$ cat src/rtl/instr_loader_pkg.sv
// Shared definitions for the instruction-memory loader: FSM state encoding,
// frame length decoding and checksum width.
package instr_loader_pkg;

   typedef enum logic [2:0] {
      StWaitLen,
      StLoad,
      StCheck,
      StDone,
      StError
   } state_e;

   localparam int unsigned SumW = 8;
   localparam int unsigned LenW = 9;

   // A length byte of zero stands for a full 256-byte image.
   function automatic logic [LenW-1:0] frame_len(input logic [7:0] len_byte);
      return (len_byte == 8'd0) ? LenW'(256) : {1'b0, len_byte};
   endfunction

endpackage

$ cat src/rtl/idle_timer.sv
// Idle-cycle watchdog: counts cycles without activity while running and flags
// the cycle on which the idle count would reach Limit.
module idle_timer #(
   parameter int unsigned Limit = 50000
) (
   input  logic clock,
   input  logic reset,
   input  logic run,
   input  logic kick,
   output logic expired
);

   localparam int unsigned CntW = (Limit < 2) ? 1 : $clog2(Limit + 1);

   logic [CntW-1:0] count_q, count_d;

   always_comb begin
      count_d = count_q;
      if (!run || kick) begin
         count_d = '0;
      end else if (count_q != CntW'(Limit)) begin
         count_d = count_q + CntW'(1);
      end
   end

   always_ff @(posedge clock) begin
      if (!reset) begin
         count_q <= '0;
      end else begin
         count_q <= count_d;
      end
   end

   // Fires on the idle cycle whose edge would make the count equal Limit.
   assign expired = run && !kick && (count_q == CntW'(Limit - 1));

endmodule

$ cat src/rtl/instr_loader.sv
// Writes a framed, checksummed program image from a byte stream into
// instruction memory and holds the CPU in reset until a verified image is in.
module instr_loader
   import instr_loader_pkg::*;
#(
   parameter int unsigned ADDR_W     = 8,
   parameter int unsigned START_ADDR = 0,
   parameter int unsigned TIMEOUT    = 50000
) (
   input  logic              clock,
   input  logic              reset,
   input  logic [7:0]        rx_data,
   input  logic              rx_valid,
   output logic              rx_ready,
   input  logic              restart,
   output logic              w_en,
   output logic [ADDR_W-1:0] w_addr,
   output logic [7:0]        w_data,
   output logic              cpu_hold,
   output logic              done,
   output logic              error
);

   localparam logic [ADDR_W-1:0] StartAddr = ADDR_W'(START_ADDR);

   state_e            state_q, state_d;
   logic [ADDR_W-1:0] addr_q, addr_d;
   logic [SumW-1:0]   sum_q, sum_d;
   logic [LenW-1:0]   rem_q, rem_d;
   logic              w_en_q, w_en_d;
   logic [ADDR_W-1:0] w_addr_q, w_addr_d;
   logic [7:0]        w_data_q, w_data_d;

   logic accept;
   logic timer_run;
   logic timer_kick;
   logic timed_out;

   assign rx_ready   = (state_q == StWaitLen) || (state_q == StLoad) || (state_q == StCheck);
   assign accept     = rx_valid && rx_ready;
   assign timer_run  = (state_q == StLoad) || (state_q == StCheck);
   assign timer_kick = accept || restart;

   idle_timer #(
      .Limit(TIMEOUT)
   ) u_idle_timer (
      .clock  (clock),
      .reset  (reset),
      .run    (timer_run),
      .kick   (timer_kick),
      .expired(timed_out)
   );

   always_comb begin
      state_d  = state_q;
      addr_d   = addr_q;
      sum_d    = sum_q;
      rem_d    = rem_q;
      w_en_d   = 1'b0;
      w_addr_d = w_addr_q;
      w_data_d = w_data_q;

      // Restart outranks any byte offered in the same cycle.
      if (restart) begin
         state_d = StWaitLen;
         addr_d  = StartAddr;
         sum_d   = '0;
         rem_d   = '0;
      end else begin
         unique case (state_q)
            StWaitLen: begin
               if (accept) begin
                  rem_d   = frame_len(rx_data);
                  addr_d  = StartAddr;
                  sum_d   = '0;
                  state_d = StLoad;
               end
            end
            StLoad: begin
               if (accept) begin
                  w_en_d   = 1'b1;
                  w_addr_d = addr_q;
                  w_data_d = rx_data;
                  sum_d    = sum_q + rx_data;
                  addr_d   = addr_q + ADDR_W'(1);
                  rem_d    = rem_q - LenW'(1);
                  if (rem_q == LenW'(1)) begin
                     state_d = StCheck;
                  end
               end else if (timed_out) begin
                  state_d = StError;
               end
            end
            StCheck: begin
               if (accept) begin
                  state_d = (rx_data == sum_q) ? StDone : StError;
               end else if (timed_out) begin
                  state_d = StError;
               end
            end
            StDone:  state_d = StDone;
            StError: state_d = StError;
            default: state_d = StError;
         endcase
      end
   end

   always_ff @(posedge clock) begin
      if (!reset) begin
         state_q  <= StWaitLen;
         addr_q   <= StartAddr;
         sum_q    <= '0;
         rem_q    <= '0;
         w_en_q   <= 1'b0;
         w_addr_q <= '0;
         w_data_q <= '0;
      end else begin
         state_q  <= state_d;
         addr_q   <= addr_d;
         sum_q    <= sum_d;
         rem_q    <= rem_d;
         w_en_q   <= w_en_d;
         w_addr_q <= w_addr_d;
         w_data_q <= w_data_d;
      end
   end

   assign w_en     = w_en_q;
   assign w_addr   = w_addr_q;
   assign w_data   = w_data_q;
   assign done     = (state_q == StDone);
   assign error    = (state_q == StError);
   assign cpu_hold = (state_q != StDone);

endmodule

$ cat config.mk
export PLATFORM = sky130hd
export DESIGN_NAME = instr_loader
export DESIGN_NICKNAME = d
export VERILOG_FILES = /design/src/rtl/instr_loader_pkg.sv /design/src/rtl/idle_timer.sv /design/src/rtl/instr_loader.sv
export SDC_FILE = /design/constraint.sdc
export NUM_CORES = 1
export LEC_CHECK = 0
export CAP_MARGIN = 10
export CORE_UTILIZATION = 53
export DETAILED_ROUTE_END_ITERATION = 12
export PLACE_DENSITY = 0.75
export SLEW_MARGIN = 0
export SYNTH_ARGS = -nofsm -noshare
export SYNTH_HDL_FRONTEND = slang
export SYNTH_HIERARCHICAL = 1
export SYNTH_SLANG_ARGS = --single-unit
$ cat constraint.sdc
create_clock -name clock -period 2.66 [get_ports clock]
set_input_delay 0.532 -clock clock [delete_from_list [all_inputs] [get_ports clock]]
set_output_delay 0.532 -clock clock [all_outputs]
set_load 0.005 [all_outputs]
* Word-level counts from Yosys, hierarchy flattened
Index checks and enable logic that the tools add are counted.
Operators by class: $add $sub $neg 4, eq/ne operators 12, muxes and demuxes 17, bitwise gates (word level) 3, reduce and logical (&&, ||, !) cells 19
Operators by type and width (count):
- 8-bit one-hot mux with 2 select lines | 2
- 9-bit two-way mux | 3
- 8-bit two-way mux | 3
- 3-bit two-way mux | 6
- 9-bit one-hot mux with 2 select lines | 1
- 16-bit by 1-bit adder with 16-bit output (second input constant) | 1
- 16-bit equality test (second input constant) | 1
- 16-bit != test (second input constant) | 1
- 3-bit one-hot mux with 4 select lines | 1
- 9-bit by 1-bit equality test with 1-bit output (second input constant) | 1
- 9-bit by 1-bit subtractor with 9-bit output (second input constant) | 1
- 8-bit by 1-bit adder with 8-bit output (second input constant) | 1
- 8-bit adder | 1
- 8-bit equality test | 1
- 8-bit logical NOT | 1
- 3-bit by 2-bit equality test with 1-bit output (second input constant) | 2
- 3-bit by 2-bit != test with 1-bit output (second input constant) | 2
- 3-bit AND reduction | 2
- 1-bit logical OR | 5
- 2-bit != test (second input constant) | 2
- 2-bit OR reduction | 2
- 3-bit by 1-bit equality test with 1-bit output (second input constant) | 1
- 3-bit equality test (second input constant) | 1
- 1-bit logical AND | 3
- other kinds (7) | 10
Word-level totals: register bits after elaboration 61, bits of input ports 12, output and inout bits 21, logic and storage cells 63

* Longest topological paths before layout
Gate-level depths: netlist (run 1).
depth in word-level cells 11, gate-level depth with buffers 10, gate-level depth less buffers 9

* Cells and area by module
Netlist (run 1), hierarchy kept.
Modules (own cells, without submodules):
- instr_loader | instances 1, cells each 287, area an instance 2382.3 um^2, sequential area each 900.9 um^2
- idle_timer | instances 1, cells each 91, area an instance 845.8 um^2, sequential area each 320.3 um^2

* Worst setup path after synthesis (run 1)
OpenSTA, ideal clock, no wires.
path type input port to flip-flop, from input rx_data[4], to register sum_q[7], library setup time 0.073 ns, arrival 2.005 ns, data required time 2.587 ns, setup slack 0.582 ns, stages 6, path buffers 0, path through ha_1 -> a2111o_1 -> a21oi_2 -> nor3_1 -> or4_4 -> o211ai_2
Between the ends: longest elaborated chain between the ends 3
Ends and longest elaborated chain:
- start, declared | line instr_loader.sv:12 | input logic [7:0] rx_data,
- 8-bit adder | line instr_loader.sv:84 | sum_d = sum_q + rx_data;
- 8-bit two-way mux | line instr_loader.sv:80 | if (accept) begin
- 8-bit one-hot mux with 2 select lines | line instr_loader.sv:70 | unique case (state_q)
- end signal, assigned | line instr_loader.sv:120 | sum_q <= sum_d;
- end, declared | line instr_loader.sv:28 | logic [SumW-1:0] sum_q, sum_d;
Every way passes these cells. The select of a mux whose other input is x is not followed. A chain may end at the register's enable or synchronous reset.

* Worst setup path after layout (run 1)
from register state_q[1], to output done
Between the ends: longest elaborated chain between the ends 1
Ends and longest elaborated chain:
- start, declared | line instr_loader.sv:26 | state_e state_q, state_d;
- start signal, assigned | line instr_loader.sv:110 | state_q <= StWaitLen;
- start signal, assigned | line instr_loader.sv:118 | state_q <= state_d;
- 3-bit by 2-bit equality test with 1-bit output | line instr_loader.sv:131 | assign done = (state_q == StDone);
- end, declared | line instr_loader.sv:20 | output logic done,
Every way passes these cells.

==> impl_metrics.env, run 1 <==
export IMPL_first_iter_violations=125
export IMPL_period_needed_ns=2.44
export IMPL_cts_sinks=61
export IMPL_grt_util_met2_pct=41.2
export IMPL_syn_inst=378
export IMPL_startpoint_type="register"
export IMPL_antenna_found_initial=0
export IMPL_coreArea_mm2=0.00589
export IMPL_htree_levels=3
export IMPL_postPlaceCellArea_mm2=0.00373
export IMPL_timing_rr_start="state_q[1]$_SDFFE_PP0P_"
export IMPL_grt_pass1_vias=2766
export IMPL_io_buffers=32
export IMPL_cp_end_kind="output port"
export IMPL_cts_tree="done"
export IMPL_grt_total_usage_pct=24.9
export IMPL_yosys_register_bits=61
export IMPL_irDropWorstVdd_v=0.000469
export IMPL_tns_ns=0
export IMPL_ioPinCount=33
export IMPL_antenna_left=0
export IMPL_syn_mean_instance_area_um2=8.54
export IMPL_cts_buffers=9
export IMPL_synth_top_area_cell="dfxtp_1"
export IMPL_dieHeight_um=80.0
export IMPL_yosysTopAreaCellShare_pct=37.8
export IMPL_dominantRegCellSynth="dfxtp_1"
export IMPL_overflow=0
export IMPL_synthArstFlopShare_pct=0
export IMPL_cts_reportedPaths_clkPinSlew_ns=0.07
export IMPL_drv_cap=0
export IMPL_hold_viol=0
export IMPL_fillerInstances=496
export IMPL_max_freq_ghz=0.409
export IMPL_drt_pass1_iterations=4
export IMPL_grtUsageMet1_pct=30.0
export IMPL_min_delay_path_class="register to register"
export IMPL_totalWireLength_mm=7.43
export IMPL_root_buffer="clkbuf_8"
export IMPL_busiest_layer="met2"
export IMPL_place_gp_congestion=0.891
export IMPL_area_growth_synth_to_final_pct=22.0
export IMPL_wl_per_cell_um=14.7
export IMPL_worstSetupPathType="register to output port"
export IMPL_grt_pass1_wl_mm=12.4
export IMPL_worstPathRequired_ns=2.13
export IMPL_drive_gt1_share_pct=12.3
export IMPL_cts_path_max_buffers=2
export IMPL_vias_per_cell=5.73
export IMPL_placed_cells=491
export IMPL_p_leak_uw=0.00147
export IMPL_cp_max_fo=14
export IMPL_drc_errors=0
export IMPL_yosysWarnings=6
export IMPL_stdcell_count=507
export IMPL_use_met3_pct=7.77
export IMPL_drv_slew=0
export IMPL_netlist_top_cells_area="dfxtp_1 (38%), nand2_1 (7.1%), ha_1 (4.7%)"
export IMPL_syn_nets=403
export IMPL_row_count=28
export IMPL_route_vias_total=2907
export IMPL_holdBufCountCts=0
export IMPL_post_route_period_util_pct=91.9
export IMPL_hpwl_mm=5.49
export IMPL_die_x_um=80.0
export IMPL_cp_startpoint="state_q[1]$_SDFFE_PP0P_"
export IMPL_finalSetupViolations=0
export IMPL_status="complete, no violations"
export IMPL_synth_area_mm2=0.00323
export IMPL_cts_resized=0
export IMPL_num_nets_final=452
export IMPL_cts_setup_buffers=0
export IMPL_start_util_pct=54.8
export IMPL_arrival_ns=1.91
export IMPL_fin_ws_ns=0.216
export IMPL_grt_max_degree=19
export IMPL_n_antenna_cell=0
export IMPL_max_slew_margin_pct=51.9
export IMPL_die_area_mm2=0.00641
export IMPL_stdcell_area_mm2=0.00394
export IMPL_skew_ns=0.00832
export IMPL_pre_cts_ws_ns=0.0267
export IMPL_ys_types=62
export IMPL_synth_edff_count=0
export IMPL_cellPowerDensity_mw_per_mm2=509
export IMPL_synth_top_cells_by_count="dfxtp_1 (61), nand2_1 (61), nor2_1 (38)"
export IMPL_worst_pin_slew_ns=0.715
export IMPL_worstHoldStart="w_addr[6]$_SDFFE_PN0P_"
export IMPL_yosysSeqAreaShare_pct=37.8
export IMPL_clkLatencyLatePin_ns=0.34
export IMPL_rsz0062_at_grt="false"
critical path, cell delays in order (launching register included):
cell and delay (ns):
dfxtp_1 0.60, nand2_1 0.13, or2_2 0.31, inv_1 0.06, clkdlybuf4s50_1 0.48
layer usage:
layer	routed length, um	share of wire (%)
met3	367	4.9
met2	3490	47
met1	3350	45
met4	220	3.0
met5	0	0
path summary, 6_finish.rpt:
check	endpoint	slack, ns	cells past startpoint
worst min-delay path	w_addr[6]$_SDFFE_PN0P_	0.46	2
worst max register to register	state_q[2]$_SDFFE_PP0P_	0.43	8
worst max-delay path	done	0.22	4
worst min register to register	w_addr[6]$_SDFFE_PN0P_	0.46	2
report_power, final:
part	internal [uW]	switching [uW]	total (uW)	leakage (uW)
sequential	923	11.5	935	0.000493
clock	527	360	888	0.000101
combinational	82.5	98.4	181	0.000876
flip-flops by register name (all words and copies together), names as in the netlist:
| signal | cells |
|---|---|
| addr_q | 8 |
| rem_q | 9 |
| state_q | 3 |
| sum_q | 8 |
| u_idle_timer/count_q | 16 |
| w_addr | 8 |
| w_data | 8 |
| w_en | 1 |
cells in the final DEF, fill, tap and decap left out, types with 3 or more instances in the layout:
cell type,count
a211oi_1,4
a21boi_0,17
a21o_1,5
a21oi_1,19
buf_4,20
clkbuf_1,3
clkbuf_8,9
clkdlybuf4s50_1,32
dfxtp_1,61
ha_1,12
inv_1,13
nand2_1,61
nand3_1,15
nand3b_1,3
nand4_1,4
nor2_1,38
nor3_1,6
nor3b_1,7
nor4_1,4
nor4_2,5
o21ai_0,13
xnor2_1,12
xor2_1,13
cells by family (layout without fill, tap and decap cells):
logic type	after synthesis	after routing	share of synthesized area (%)
buffers and inverters	27	81	3.45
DFF	61	61	37.8
xor gates and xnor gates	25	25	6.78
AOI/OAI and AO/OA	81	81	17.2
muxes	2	2	0.659
and+or+nand+nor	169	169	28.8
adders and majority gates	13	13	5.27
area by class of cell:
| type | instances | area, um^2 | share of cell area (%) |
|---|---|---|---|
| Multi-Input combinational cell | 290 | 1900 | 48.1 |
| Sequential cell | 61 | 1220 | 31.0 |
| Timing Repair Buffer | 52 | 470 | 11.9 |
| Clock buffer | 12 | 135 | 3.43 |
| Tap cell | 75 | 93.8 | 2.38 |
| Clock inverter | 4 | 72.6 | 1.84 |
| Inverter | 13 | 48.8 | 1.24 |
through the flow:
| step | power (uW) | hold WS [ns] | util (%) |
|---|---|---|---|
| 2_1_floorplan | 1060 | 0.429 | - |
| 3_3_place_gp | 1130 | 0.446 | 63.4 |
| 3_5_place_dp | 1130 | 0.455 | 63.4 |
| 4_1_cts | 2020 | 0.467 | 66.9 |
| 5_1_grt | 2090 | 0.485 | 66.9 |
| 6_report | 2000 | 0.460 | 66.9 |
Power figures use the tool's default switching activity.
==> run 2: changes to the inputs <==
Settings changed: CORE_UTILIZATION 53 to 30, PLACE_DENSITY 0.75 to 0.59.
==> run 2 against run 1 <==
Against the previous run: cell count grew 11%; routed wire length rose by 7.0%; clock-buffer cell count shrank 1; combinational power barely moved; utilization fell by 29 points; register-to-register slack got worse by 0.04 ns; flip-flop and latch count unchanged; die area grew 74%; worst hold slack better by 0.0033 ns; sequential share of layout area shrank 0.19 points; via count shrank 4.2%; non-clock buffer count shrank 6; critical endpoint is now error; largest cell class unchanged; largest power group unchanged.
==> impl_metrics.env, run 2 (same netlist as run 1, synthesis figures left out) <==
export IMPL_die_x_um=106
export IMPL_htree_levels=3
export IMPL_irDropWorstVdd_v=0.000280
export IMPL_cts_buffers=9
export IMPL_p_leak_uw=0.00144
export IMPL_grt_pass1_vias=2607
export IMPL_reg_top3="u_idle_timer/count_q x16, rem_q x9"
export IMPL_cellPowerDensity_mw_per_mm2=494
export IMPL_clkLatencyLatePin_ns=0.34
export IMPL_drt_pass1_iterations=4
export IMPL_seq_power_share_pct=47.7
export IMPL_power_frac_clock_pct=43.1
export IMPL_root_buffer="clkbuf_8"
export IMPL_hold_viol=0
export IMPL_cp_max_fo=14
export IMPL_finalPower_uw=1960
export IMPL_stdcell_area_mm2=0.00396
export IMPL_io_buffers=32
export IMPL_row_count=37
export IMPL_startpoint_type="register"
export IMPL_min_delay_path_class="register to register"
export IMPL_coreArea_mm2=0.0104
export IMPL_area_growth_synth_to_final_pct=22.7
export IMPL_use_met3_pct=3.28
export IMPL_num_nets_final=446
export IMPL_max_slew_margin_pct=32.3
export IMPL_wl_per_cell_um=14.1
export IMPL_worstPathRequired_ns=2.13
export IMPL_rsz0062_at_grt="false"
export IMPL_placed_cells=546
export IMPL_dieHeight_um=106
export IMPL_cts_tree="done"
export IMPL_n_antenna_cell=0
export IMPL_busiest_layer="met2"
export IMPL_tns_ns=0
export IMPL_multiInputGateArea_mm2=0.00190
export IMPL_swShare_pct=25.3
export IMPL_cts_reportedPaths_clkPinSlew_ns=0.07
export IMPL_cp_end_kind="output port"
export IMPL_skew_ns=0.0137
export IMPL_drc_errors=0
export IMPL_cts_sinks=61
export IMPL_drv_slew=0
export IMPL_drv_cap=0
export IMPL_stdcell_count=562
export IMPL_arrival_ns=1.83
export IMPL_p_comb_share_pct=9.1
export IMPL_fillerInstances=1074
export IMPL_grt_util_met2_pct=22.1
export IMPL_start_util_pct=31.1
export IMPL_holdBufCountCts=0
export IMPL_cts_setup_buffers=0
export IMPL_largest_reg_flops=16
export IMPL_overflow=0
export IMPL_route_vias_total=2785
export IMPL_final_cell_mix="nand2_1 (61), dfxtp_1 (61), nor2_1 (38)"
export IMPL_p_sw_uw=495
export IMPL_p_int_uw=1460
export IMPL_place_gp_congestion=0.864
export IMPL_finalSetupViolations=0
export IMPL_status="complete, no violations"
export IMPL_regMostFlops="u_idle_timer/count_q"
export IMPL_grt_max_degree=19
export IMPL_worstSetupPathType="register to output port"
export IMPL_grt_total_usage_pct=14.8
export IMPL_cts_resized=0
export IMPL_antenna_left=0
export IMPL_ioPinCount=33
export IMPL_drive_gt1_share_pct=11.5
export IMPL_first_iter_violations=146
export IMPL_die_area_mm2=0.0112
export IMPL_cts_path_max_buffers=2
export IMPL_vias_per_cell=4.96
export IMPL_grt_pass1_wl_mm=13.1
export IMPL_grtUsageMet1_pct=20.9
export IMPL_totalWireLength_mm=7.95
export IMPL_max_freq_ghz=0.424
export IMPL_postPlaceCellArea_mm2=0.00376
export IMPL_hpwl_mm=5.88
export IMPL_post_route_period_util_pct=88.7
export IMPL_period_needed_ns=2.36
export IMPL_antenna_found_initial=0
export IMPL_register_area_mm2=0.00122
export IMPL_worst_pin_slew_ns=1.00
==> run 2: worst paths after layout <==
check / from / slack (ns) / end / cells after the start
setup / recovery: state_q[2]$_SDFFE_PP0P_ / 0.30 / error / 2
hold / removal: w_addr[5]$_SDFFE_PN0P_ / 0.46 / w_addr[5]$_SDFFE_PN0P_ / 2
setup reg to reg: state_q[2]$_SDFFE_PP0P_ / 0.39 / u_idle_timer/count_q[2]$_SDFFE_PP0P_ / 5
hold reg to reg: w_addr[5]$_SDFFE_PN0P_ / 0.46 / w_addr[5]$_SDFFE_PN0P_ / 2
==> run 2: metal layers <==
| layer | vias to the layer above | routed length [um] |
|---|---|---|
| met5 | - | 0 |
| met4 | 0 | 37 |
| met3 | 4 | 422 |
| met2 | 66 | 3520 |
| met1 | 1298 | 3970 |
| li1 | 1417 | - |
==> run 2: metrics by stage <==
step | setup slack (ns) | util, % | hold slack (ns)
finish | 0.301 | 38.2 | 0.463
detailed placement | 0.0225 | 36.3 | 0.458
global placement | 0.0637 | 36.3 | 0.442
global route | 0.148 | 38.2 | 0.490
floorplan | 0.582 | - | 0.429
CTS | 0.268 | 38.2 | 0.467
==> run 2: cell type report <==
cell class	instances	share of cell area, %
clock inverter	5	1.48
tap	136	4.30
timing repair buffer	46	10.7
clock buffer	11	3.57
inverter	13	1.23
multi-input combinational	290	47.9
sequential	61	30.8
==> run 2: power groups by stage <==
stage	combinational [uW]	clock, uW	sequential (uW)
floorplan	108	0	952
global placement	175	0	954
detailed placement	177	0	955
CTS	178	861	934
global route	197	913	935
finish	179	845	934
==> run 2: worst max-delay path, stage by stage (launching register included) <==
cell             delay, ns
dfxtp_1               0.58
nor3b_1               0.35
clkdlybuf4s50_1       0.57
